<file path="config.mk">
export PLATFORM = sky130hd
export DESIGN_NAME = hazard_ctrl
export DESIGN_NICKNAME = d
export VERILOG_FILES = /design/src/rtl/pipe_ctrl_pkg.sv /design/src/rtl/forwarding_unit.sv /design/src/rtl/hazard_ctrl.sv
export SDC_FILE = /design/constraint.sdc
export NUM_CORES = 1
export LEC_CHECK = 0
export CORE_ASPECT_RATIO = 1.75
export CORE_MARGIN = 2
export CORE_UTILIZATION = 39
export CTS_CLUSTER_SIZE = 12
export DETAILED_ROUTE_END_ITERATION = 10
export HOLD_SLACK_MARGIN = 0.05
export PLACE_DENSITY = 0.94
export SYNTH_ARGS = -nofsm -noshare
export SYNTH_HDL_FRONTEND = slang
export SYNTH_SLANG_ARGS = --single-unit
export TNS_END_PERCENT = 30
</file>
<file path="constraint.sdc">
create_clock -name clk -period 5.15 [get_ports clk]
set_input_delay 1.03 -clock clk [delete_from_list [all_inputs] [get_ports clk]]
set_output_delay 1.03 -clock clk [all_outputs]
set_load 0.005 [all_outputs]
</file>
<file path="src/rtl/pipe_ctrl_pkg.sv">
// Shared types and constants for the pipeline hazard controller.
package pipe_ctrl_pkg;

  // Memory-handshake state of the hazard controller.
  typedef enum logic [1:0] {
    RUN      = 2'd0,
    MEM_WAIT = 2'd1,
    ABORT    = 2'd2
  } hz_state_e;

  // EX-stage operand source selects.
  localparam logic [1:0] FWD_NONE  = 2'b00;
  localparam logic [1:0] FWD_MEMWB = 2'b01;
  localparam logic [1:0] FWD_EXMEM = 2'b10;

endpackage

</file>
<file path="src/rtl/forwarding_unit.sv">
// EX-stage operand forwarding: picks the youngest in-flight producer of each source register.
module forwarding_unit
  import pipe_ctrl_pkg::*;
(
  input  logic [4:0] ex_rs1,
  input  logic [4:0] ex_rs2,
  input  logic [4:0] exmem_rd,
  input  logic       exmem_RegWrite,
  input  logic [4:0] memwb_rd,
  input  logic       memwb_RegWrite,
  output logic [1:0] forward_a,
  output logic [1:0] forward_b
);

  // EX/MEM is younger than MEM/WB, so it wins; x0 is never forwarded.
  function automatic logic [1:0] fwd_sel(input logic [4:0] rs,
                                         input logic [4:0] em_rd, input logic em_we,
                                         input logic [4:0] mw_rd, input logic mw_we);
    if (em_we && (em_rd != 5'd0) && (em_rd == rs)) begin
      return FWD_EXMEM;
    end else if (mw_we && (mw_rd != 5'd0) && (mw_rd == rs)) begin
      return FWD_MEMWB;
    end
    return FWD_NONE;
  endfunction

  // Both operands resolved independently with the same rule.
  always_comb begin
    forward_a = fwd_sel(ex_rs1, exmem_rd, exmem_RegWrite, memwb_rd, memwb_RegWrite);
    forward_b = fwd_sel(ex_rs2, exmem_rd, exmem_RegWrite, memwb_rd, memwb_RegWrite);
  end

endmodule

</file>
<file path="src/rtl/hazard_ctrl.sv">
// Pipeline hazard controller: stage enables/flushes, load-use stall, branch flush,
// data-memory wait with timeout, and operand forwarding selects.
// Optional macro HAZARD_PERF_CNT_EN adds saturating stall/flush performance counters.
module hazard_ctrl
  import pipe_ctrl_pkg::*;
#(
  parameter int unsigned MEM_TIMEOUT = 16,
  parameter int unsigned TMO_W       = 5
) (
  input  logic        clk,
  input  logic        reset,
  input  logic [4:0]  id_rs1,
  input  logic [4:0]  id_rs2,
  input  logic [4:0]  idex_rd,
  input  logic        idex_MemRead,
  input  logic [4:0]  ex_rs1,
  input  logic [4:0]  ex_rs2,
  input  logic [4:0]  exmem_rd,
  input  logic        exmem_RegWrite,
  input  logic [4:0]  memwb_rd,
  input  logic        memwb_RegWrite,
  input  logic        branch_taken,
  input  logic        mem_req,
  input  logic        mem_ready,
  output logic        pc_en,
  output logic        ifid_en,
  output logic        idex_en,
  output logic        exmem_en,
  output logic        memwb_en,
  output logic        ifid_flush,
  output logic        idex_flush,
  output logic        memwb_flush,
  output logic [1:0]  forward_a,
  output logic [1:0]  forward_b,
`ifdef HAZARD_PERF_CNT_EN
  output logic [31:0] stall_cycles,
  output logic [31:0] flush_count,
`endif
  output logic        mem_error
);

  localparam logic [TMO_W-1:0] CntLast = TMO_W'(MEM_TIMEOUT - 1);

  hz_state_e        state_q, state_d;
  logic [TMO_W-1:0] cnt_q, cnt_d;
  logic [TMO_W-1:0] cnt_inc;
  logic             mem_error_q, mem_error_d;
  logic             load_use;
  logic             freeze;
  logic             run_rules;
  logic [1:0]       fwd_a_raw, fwd_b_raw;

  assign cnt_inc  = cnt_q + TMO_W'(1);
  assign load_use = idex_MemRead && (idex_rd != 5'd0) &&
                    ((idex_rd == id_rs1) || (idex_rd == id_rs2));

  forwarding_unit u_fwd (
    .ex_rs1         (ex_rs1),
    .ex_rs2         (ex_rs2),
    .exmem_rd       (exmem_rd),
    .exmem_RegWrite (exmem_RegWrite),
    .memwb_rd       (memwb_rd),
    .memwb_RegWrite (memwb_RegWrite),
    .forward_a      (fwd_a_raw),
    .forward_b      (fwd_b_raw)
  );

  // Reset forces forward selects to the register file.
  assign forward_a = reset ? FWD_NONE : fwd_a_raw;
  assign forward_b = reset ? FWD_NONE : fwd_b_raw;
  assign mem_error = mem_error_q;

  // Next state and stage controls; reset overrides everything to a frozen, flushing pipeline.
  always_comb begin
    state_d     = state_q;
    cnt_d       = cnt_q;
    mem_error_d = mem_error_q;
    freeze      = 1'b0;
    run_rules   = 1'b0;
    pc_en       = 1'b1;
    ifid_en     = 1'b1;
    idex_en     = 1'b1;
    exmem_en    = 1'b1;
    memwb_en    = 1'b1;
    ifid_flush  = 1'b0;
    idex_flush  = 1'b0;
    memwb_flush = 1'b0;

    unique case (state_q)
      RUN: begin
        // The access that first misses is already a frozen cycle.
        if (mem_req && !mem_ready) begin
          state_d = MEM_WAIT;
          cnt_d   = '0;
          freeze  = 1'b1;
        end else begin
          run_rules = 1'b1;
        end
      end
      MEM_WAIT: begin
        if (mem_ready) begin
          state_d   = RUN;
          cnt_d     = '0;
          run_rules = 1'b1;
        end else begin
          freeze = 1'b1;
          cnt_d  = cnt_inc;
          if (cnt_inc == CntLast) begin
            state_d = ABORT;
          end
        end
      end
      ABORT: begin
        // Drop the stuck EX/MEM access and let everything else advance.
        memwb_flush = 1'b1;
        mem_error_d = 1'b1;
        cnt_d       = '0;
        state_d     = RUN;
      end
      default: begin
        state_d = RUN;
        cnt_d   = '0;
      end
    endcase

    if (freeze) begin
      pc_en       = 1'b0;
      ifid_en     = 1'b0;
      idex_en     = 1'b0;
      exmem_en    = 1'b0;
      memwb_flush = 1'b1;
    end else if (run_rules) begin
      // A taken branch kills the dependent younger instruction, so no stall is needed.
      if (branch_taken) begin
        ifid_flush = 1'b1;
        idex_flush = 1'b1;
      end else if (load_use) begin
        pc_en      = 1'b0;
        ifid_en    = 1'b0;
        idex_flush = 1'b1;
      end
    end

    if (reset) begin
      pc_en       = 1'b0;
      ifid_en     = 1'b0;
      idex_en     = 1'b0;
      exmem_en    = 1'b0;
      memwb_en    = 1'b0;
      ifid_flush  = 1'b1;
      idex_flush  = 1'b1;
      memwb_flush = 1'b1;
    end
  end

  // State, wait counter and sticky error register.
  always_ff @(posedge clk or posedge reset) begin
    if (reset) begin
      state_q     <= RUN;
      cnt_q       <= '0;
      mem_error_q <= 1'b0;
    end else begin
      state_q     <= state_d;
      cnt_q       <= cnt_d;
      mem_error_q <= mem_error_d;
    end
  end

`ifdef HAZARD_PERF_CNT_EN
  // Saturating counters; ifid_flush outside reset only comes from a taken branch.
  always_ff @(posedge clk or posedge reset) begin
    if (reset) begin
      stall_cycles <= '0;
      flush_count  <= '0;
    end else begin
      if (!pc_en && (stall_cycles != 32'hFFFF_FFFF)) begin
        stall_cycles <= stall_cycles + 32'd1;
      end
      if (ifid_flush && (flush_count != 32'hFFFF_FFFF)) begin
        flush_count <= flush_count + 32'd1;
      end
    end
  end
`endif

endmodule

</file>
# Word-level counts from Yosys, hierarchy flattened
# Cells that the tools add are included.
[classes]
add_sub_neg = 1
eq_ne = 11
muxes = 45
n_reduce_logical = 16
[ops]
columns = ["op", "n"]
rows = [
  ["5-bit equality test", 6],
  ["1-bit two-way mux", 28],
  ["2-bit two-way mux", 11],
  ["5-bit nonzero test", 3],
  ["5-bit two-way mux", 2],
  ["5-bit one-hot mux with 2 select lines", 1],
  ["1-bit logical AND", 9],
  ["5-bit by 1-bit adder with 5-bit output, second input constant", 1],
  ["5-bit by 4-bit equality test with 1-bit output, second input constant", 1],
  ["1-bit one-hot mux with 2 select lines", 2],
  ["2-bit one-hot mux with 2 select lines", 1],
  ["3-bit != test, second input constant", 1],
  ["2-bit by 1-bit equality test with 1-bit output, second input constant", 1],
  ["2-bit equality test, second input constant", 1],
  ["2-bit logical NOT", 1],
  ["2-bit != test, second input constant", 1],
  ["2-bit AND reduction", 1],
  ["1-bit logical NOT", 1],
  ["1-bit logical OR", 1],
]
[word_totals]
regBits = 8
inputBits = 43
out_inout_bits = 13
word_cells = 76

# Longest topological paths before layout
# Gate-level depths: netlist of run 1.
[depth]
depth_word = 8
ltp_mapped = 5
mapped_depth_nobuf = 5

# Hierarchy
# Synthesis of run 1 repeated with hierarchy kept, for this count alone.
[hier_totals]
hier_cells = 107
area_unflattened_um2 = 914.6
[modules_own_cells]
columns = ["mod", "instances", "cells_each", "area_each_um2", "seq_area_each_um2"]
rows = [
  ["hazard_ctrl", 1, 73, 644.4, 200.2],
  ["forwarding_unit", 1, 34, 270.3, 0.0],
]

# Worst setup path before layout of run 1
# No wires, ideal clock.
[synth_path]
path_kind = "input to output"
from = "in reset"
to = "out forward_a[0]"
arrival_ns = 2.118
t_required_ns = 4.120
path_slack_ns = 2.002
stages = 4
path_cell_list = "inv_1 -> o211ai_1 -> or4_1 -> nor4_2"
[synth_via]
elab_chain_len = 1
[synth_lines]
columns = ["item", "line_no", "source"]
rows = [
  ["start: declaration", "hazard_ctrl.sv:11", "input logic reset,"],
  ["2-bit two-way mux", "hazard_ctrl.sv:69", "assign forward_a = reset ? FWD_NONE : fwd_a_raw;"],
  ["end: declaration", "hazard_ctrl.sv:33", "output logic [1:0] forward_a,"],
]
# No other way between the ends.

# Worst setup path in the final report of run 1
[layout_path]
from = "in reset"
to = "out forward_b[0]"
[layout_via]
elab_chain_len = 1
[layout_lines]
columns = ["item", "line_no", "source"]
rows = [
  ["2-bit two-way mux", "hazard_ctrl.sv:70", "assign forward_b = reset ? FWD_NONE : fwd_b_raw;"],
  ["end: declaration", "hazard_ctrl.sv:34", "output logic [1:0] forward_b,"],
]
# No other way between the ends.

==> results of run 1 <==
[metrics by stage]
stage | utilization [%] | area [sq um] | total power [mW] | hold slack, ns | setup slack [ns]
CTS | 69.5 | 1470 | 0.213 | 0.457 | 0.814
finish | 69.5 | 1470 | 0.212 | 0.453 | 0.860
global route | 69.5 | 1470 | 0.224 | 0.469 | 0.675
floorplan | - | 885 | 0.106 | 0.447 | 2.00
global placement | 68.4 | 1450 | 0.159 | 0.445 | 0.891
detailed placement | 68.4 | 1450 | 0.163 | 0.449 | 0.832
[metal layers]
layer	vias to the layer above	track usage, %	wire [microns]
li1	490	-	-
met1	471	23.0	923
met2	46	43.5	1550
met3	6	3.33	170
met4	0	12.1	61
met5	-	0	0
[kinds of logic after synthesis]
logic type                 after synthesis  share of synthesized area (%)
xor gates and xnor gates                32                           31.7
AOI/OAI and AO/OA                       18                           14.1
adders and majority gates                2                           2.83
DFF                                      8                           22.6
and+or+nand+nor                         39                           24.9
buffers and inverters                    7                           3.82
[cell type report]
type | count | area (sq um) | share of cell area (%)
Clock buffer | 3 | 22.5 | 1.53
Inverter | 5 | 18.8 | 1.27
Multi-Input combinational cell | 91 | 651 | 44.2
Sequential cell | 8 | 200 | 13.6
Tap cell | 24 | 30.0 | 2.04
Timing Repair Buffer | 55 | 551 | 37.4
[power by group through the flow]
| stage | combinational [mW] | sequential [mW] | clock (mW) |
|---|---|---|---|
| 6_report | 0.0938 | 0.0685 | 0.0499 |
| 5_1_grt | 0.102 | 0.0688 | 0.0527 |
| 4_1_cts | 0.0944 | 0.0683 | 0.0506 |
| 3_5_place_dp | 0.0939 | 0.0693 | 0 |
| 3_3_place_gp | 0.0898 | 0.0691 | 0 |
| 2_1_floorplan | 0.0372 | 0.0688 | 0 |
[final timing paths]
| kind | startpoint | endpoint | slack, ns | cells past startpoint |
|---|---|---|---|---|
| max in group asynchronous | reset | cnt_q[4] | 3.74 | 2 |
| min reg2reg | mem_error | mem_error | 0.45 | 1 |
| min in group asynchronous | reset | cnt_q[3] | 1.14 | 2 |
| max reg2reg | state_q[1] | cnt_q[4] | 3.71 | 3 |
| max | reset | forward_b[0] | 0.86 | 6 |
| min | mem_error | mem_error | 0.45 | 1 |
[layout by cell type (no fill, tap or decap), drive strengths merged, types with 2 or more instances in the layout]
master          n
clkdlybuf4s50  55
xor2           20
xnor2          12
nand2          11
dfrtp           8
o21ai           7
inv             5
nor2            5
nor3            5
or4             5
nand3           4
nor4            4
clkbuf          3
nor4b           2
o31ai           2
ha              2
[state kept, by name (all words and copies together) (netlist names)]
register and flops:
cnt_q 5, state_q 2, mem_error 1
[critical path, stage by stage]
cell and delay, ns:
clkdlybuf4s50_1 0.47, inv_1 0.32, o211ai_1 0.18, or4_1 0.57
nor4_2 0.15, clkdlybuf4s50_1 0.54
[cells in the mapped netlist]
| cell | count | area (sq um) |
|---|---|---|
| o31ai_1 | 2 | 15.0 |
| a21oi_1 | 1 | 5.00 |
| o211ai_1 | 1 | 7.51 |
| nor4_1 | 2 | 12.5 |
| a22oi_1 | 1 | 7.51 |
| and2_1 | 1 | 6.26 |
| o21ba_2 | 1 | 10.0 |
| o21ai_0 | 6 | 30.0 |
| a21boi_0 | 1 | 7.51 |
| o41a_1 | 1 | 11.3 |
| o21ai_2 | 1 | 8.76 |
| inv_1 | 5 | 18.8 |
| dfrtp_1 | 8 | 200 |
| buf_4 | 2 | 15.0 |
| nor4b_1 | 2 | 17.5 |
| xnor2_1 | 12 | 105 |
| or4_1 | 5 | 37.5 |
| xor2_1 | 20 | 175 |
| ha_1 | 2 | 25.0 |
| a211oi_1 | 1 | 7.51 |
| nor3b_1 | 1 | 7.51 |
| nor2_1 | 5 | 18.8 |
| o21bai_1 | 1 | 7.51 |
| nor4_2 | 2 | 25.0 |
| nor3_1 | 5 | 25.0 |
| or3b_2 | 1 | 8.76 |
| nand2_1 | 11 | 41.3 |
| a21o_1 | 1 | 7.51 |
| nand3_1 | 4 | 20.0 |
==> results.ini, run 1 <==
[run_status]
status = finished clean

[power]
power_frac_comb_pct = 44.2
p_leak_nw = 0.572
p_per_area_nw_per_um2 = 144
internal-power_mw = 0.148
seqPwrFrac_pct = 32.3
p_sw_share_pct = 30.5
clockPowerShare_pct = 23.5
switchingPower_mw = 0.0646
max-vdd-ir-drop_uv = 86.0

[timing]
finalCritPeriodShare_pct = 83.3
finalHoldViolations = 0
setup_viol = 0
maxSlewViolCount = 0
skew_ns = 0.00470
maxSlewHeadroom_pct = 55.9
rsz0062_at_grt = no
fin_setup_tns_ns = 0
timing.fmax_ghz = 0.233
min_period_ns = 4.29
tightest_slew_ns = 0.657

[clocking]
htreeDepth = 1
post_cts_buffers = 0
clk_pin_slew_ns = 0.05
tritoncts = done
max-clock-path-buffers = 2
clock_latency_ns = 0.27
post_cts_resized = 0
clkSinkCount = 8
cts-buffers-inserted = 3
clockRootBuffer = clkbuf_4
postCtsHoldBufs = 0

[worst_setup_path]
critPathKind = in -> out
worstSetupEndpointType = primary output
crit_required_ns = 4.12
start_kind = input port
cp.arrival_ns = 3.26
cp_max_fo = 11

[place]
dp.cells = 183
port_buffers = 55
place.gp.congestion = 0.860
dp_hpwl_mm = 2.38

[floorplan]
die_x_microns = 40
ios = 56
die_area_sq_um = 2680
die_h_microns = 67
coreArea_sq_um = 2120
rows = 22
initial_core_util_pct = 41.7

[cells_and_area]
final_cells = 186
area_growth_pct = 66.5
fill_cells = 165
drive_above_1_share_pct = 4.94
antennaDiodeCount = 0
nets = 209

[detailed_routing]
drt_first_pass_iters = 4
route.detailed.drc = 0
drt_wl_total_mm = 2.70
routedWlPerCell_microns = 14.5
antenna_left = 0
viasPerCell = 5.45
vias = 1013
first_iter_violations = 11

[global_route]
antenna_found_initial = 0
grt_usage_pct = 23.6
grt_pass1_wl_mm = 4.46
grt_max_degree = 12
first_global_vias = 1087
gr-total-overflow = 0

[logic_synthesis]
synth-seq-cells = 8
yosysWarnings = 0
synth_nets = 151
synth_area_per_cell_sq_um = 8.35
synth.yosys.seq_area_share_pct = 22.6
syn_inst = 106
synthDistinctLibCells = 29
syn_area_sq_um = 885

[min_path]
min_path_type = reg -> reg

[run]
cap_viol_max_count = 0

Note: power is estimated with default switching activity, not from simulation.
==> run 2, diff against run 1 <==
--- a/config.mk
+++ b/config.mk
@@ -7,11 +7,11 @@
 export LEC_CHECK = 0
 export CORE_ASPECT_RATIO = 1.75
 export CORE_MARGIN = 2
-export CORE_UTILIZATION = 39
+export CORE_UTILIZATION = 33
 export CTS_CLUSTER_SIZE = 12
 export DETAILED_ROUTE_END_ITERATION = 10
 export HOLD_SLACK_MARGIN = 0.05
-export PLACE_DENSITY = 0.94
+export PLACE_DENSITY = 0.86
 export SYNTH_ARGS = -nofsm -noshare
 export SYNTH_HDL_FRONTEND = slang
 export SYNTH_SLANG_ARGS = --single-unit
==> constraint.sdc (replaced) <==
create_clock -name clk -period 3.7 [get_ports clk]
set_input_delay 0.74 -clock clk [delete_from_list [all_inputs] [get_ports clk]]
set_output_delay 0.74 -clock clk [all_outputs]
set_load 0.005 [all_outputs]
==> run 2 against run 1 <==
- clock-buffer cell count stayed put
- first-iteration DRC count is 9.1% higher
- utilization is 9.5 points lower
- combinational power is 40% higher
- critical path type unchanged
- critical endpoint is now ifid_en
- highest routed layer unchanged
==> results.ini, run 2 (same netlist as run 1, synthesis figures left out) <==
[clocking]
clock_latency_ns = 0.23  ; -0.04 ns
clk_pin_slew_ns = 0.04  ; about the same
cts-buffers-inserted = 3  ; unchanged
post_cts_buffers = 0  ; unchanged
clkSinkCount = 8  ; unchanged
max-clock-path-buffers = 2  ; unchanged
clockRootBuffer = clkbuf_8
postCtsHoldBufs = 0  ; unchanged
post_cts_resized = 0  ; unchanged
htreeDepth = 1  ; unchanged
tritoncts = done

[timing]
fin_setup_tns_ns = 0  ; unchanged
holdWs_ns = 0.455  ; +0.00233 ns
min_period_ns = 3.46
rsz0062_at_grt = no
skew_ns = 0.00120  ; -0.00349 ns
finalHoldViolations = 0  ; unchanged
maxSlewHeadroom_pct = 61.5  ; +5.5 points
setup_viol = 0  ; unchanged
fin_ws_ns = 0.245  ; -0.615 ns
finalCritPeriodShare_pct = 93.4
tightest_slew_ns = 0.575  ; -0.0825 ns
maxSlewViolCount = 0  ; unchanged
timing.fmax_ghz = 0.289

[global_route]
antenna_found_initial = 0  ; unchanged
grt_max_degree = 11  ; -1
first_global_vias = 1066  ; -1.9%
gr-total-overflow = 0  ; unchanged
grt_usage_pct = 17.5  ; -6.1 points
grt_pass1_wl_mm = 4.32  ; -3.2%

[floorplan]
ios = 56  ; unchanged
rows = 24  ; +9.1%
die_area_sq_um = 3130  ; +17%
coreArea_sq_um = 2520  ; +19%
die_h_microns = 72.5  ; +8.2%
die_x_microns = 43.1  ; +7.8%
initial_core_util_pct = 35.1  ; -6.7 points

[worst_setup_path]
cp.arrival_ns = 2.72  ; -0.54 ns
reg2reg_setup_slack_ns = 2.36  ; -1.35 ns
worstSetupEndpoint = ifid_en
regToRegStartpoint = state_q[1]
cp-startpoint = idex_rd[1]
start_kind = input port
critPathKind = in -> out
worstSetupEndpointType = primary output
cp_max_fo = 3  ; -8
reg2reg_depth = 3  ; unchanged
r2r-end = cnt_q[4]
crit_required_ns = 2.96  ; -1.16 ns

[place]
post-place-ws_ns = 0.0648  ; -0.767 ns
dp_hpwl_mm = 2.32  ; -2.8%
place.gp.congestion = 0.883  ; +2.6%
port_buffers = 55  ; unchanged

[power]
max-vdd-ir-drop_uv = 116  ; +35%
p_per_area_nw_per_um2 = 220  ; +53%
p_leak_nw = 0.626  ; +9.6%

[detailed_routing]
first_iter_violations = 12  ; +1
vias = 1000  ; -1.3%
routedWlPerCell_microns = 14.0  ; -3.4%
antenna_left = 0  ; unchanged
viasPerCell = 5.26  ; -3.4%
route.detailed.drc = 0  ; unchanged
drt_wl_total_mm = 2.66  ; -1.3%
drt_first_pass_iters = 4  ; unchanged

[run_status]
status = finished clean

[cells_and_area]
antennaDiodeCount = 0  ; unchanged
drive_above_1_share_pct = 6.10  ; +1.2 points
mostFrequentLayoutCell = clkdlybuf4s50_1
area_growth_pct = 71.1
largest-register = cnt_q
mostFrequentLayoutCells = clkdlybuf4s50_1 (53), xor2_1 (20), xnor2_1 (12), nand2_1 (11), dfrtp_1 (8)
nets = 211  ; +0.96%
largest_register_ffs = 5  ; unchanged

[min_path]
min_path_type = reg -> reg

[run]
cap_viol_max_count = 0  ; unchanged

run 2: changes by cell type in the layout (fill, tap and decap cells not counted):
cell and change:
clkbuf_4 -3, clkbuf_8 +3, buf_4 +2, clkdlybuf4s50_1 -2
dlymetal6s2s_1 +2
run 2: worst min-delay path by stage:
stage	cells past startpoint	end	slack (ns)	start
2_1_floorplan	1	state_q[1]	0.45	cnt_q[4]
3_3_place_gp	1	mem_error	0.44	mem_error
3_5_place_dp	1	mem_error	0.45	mem_error
4_1_cts	1	mem_error	0.46	mem_error
5_1_grt	1	mem_error	0.49	mem_error
6_report	1	mem_error	0.45	mem_error
run 2: metrics by stage:
stage / instances / instance area (sq um) / util (%) / total power, mW
5_1_grt: 190 / 1510 / 60.0 / 0.351
3_3_place_gp: 187 / 1470 / 58.2 / 0.224
6_report: 190 / 1510 / 60.0 / 0.333
2_1_floorplan: 106 / 885 / - / 0.148
4_1_cts: 190 / 1510 / 59.8 / 0.336
3_5_place_dp: 187 / 1470 / 58.2 / 0.228
run 2: area by class of cell:
cell class / instances / area (sq um)
fillers: 231 / 1010
well taps: 26 / 32.5
flip-flops and latches: 8 / 200
inverters: 5 / 18.8
clock buffers: 3 / 41.3
repair buffers: 57 / 571
multi-input cells: 91 / 651
run 2: critical path, stage by stage:
cell,delay [ns]
clkdlybuf4s50_1,0.47
or4_1,0.55
o21ai_0,0.26
o41a_1,0.19
clkdlybuf4s50_1,0.51
run 2: metal layers:
metal / GRT usage, % / wire, microns / vias to the layer above
met5: 0 / 0 / -
met2: 33.5 / 1440 / 48
met1: 16.8 / 949 / 453
met4: 7.07 / 88 / 0
li1: - / - / 491
met3: 4.73 / 184 / 8
run 2: power breakdown:
part	internal [mW]	total, mW	switching (mW)
logic	0.0786	0.131	0.0527
registers	0.0914	0.0957	0.00429
clock network	0.0706	0.106	0.0357
total	0.241	0.333	0.0926
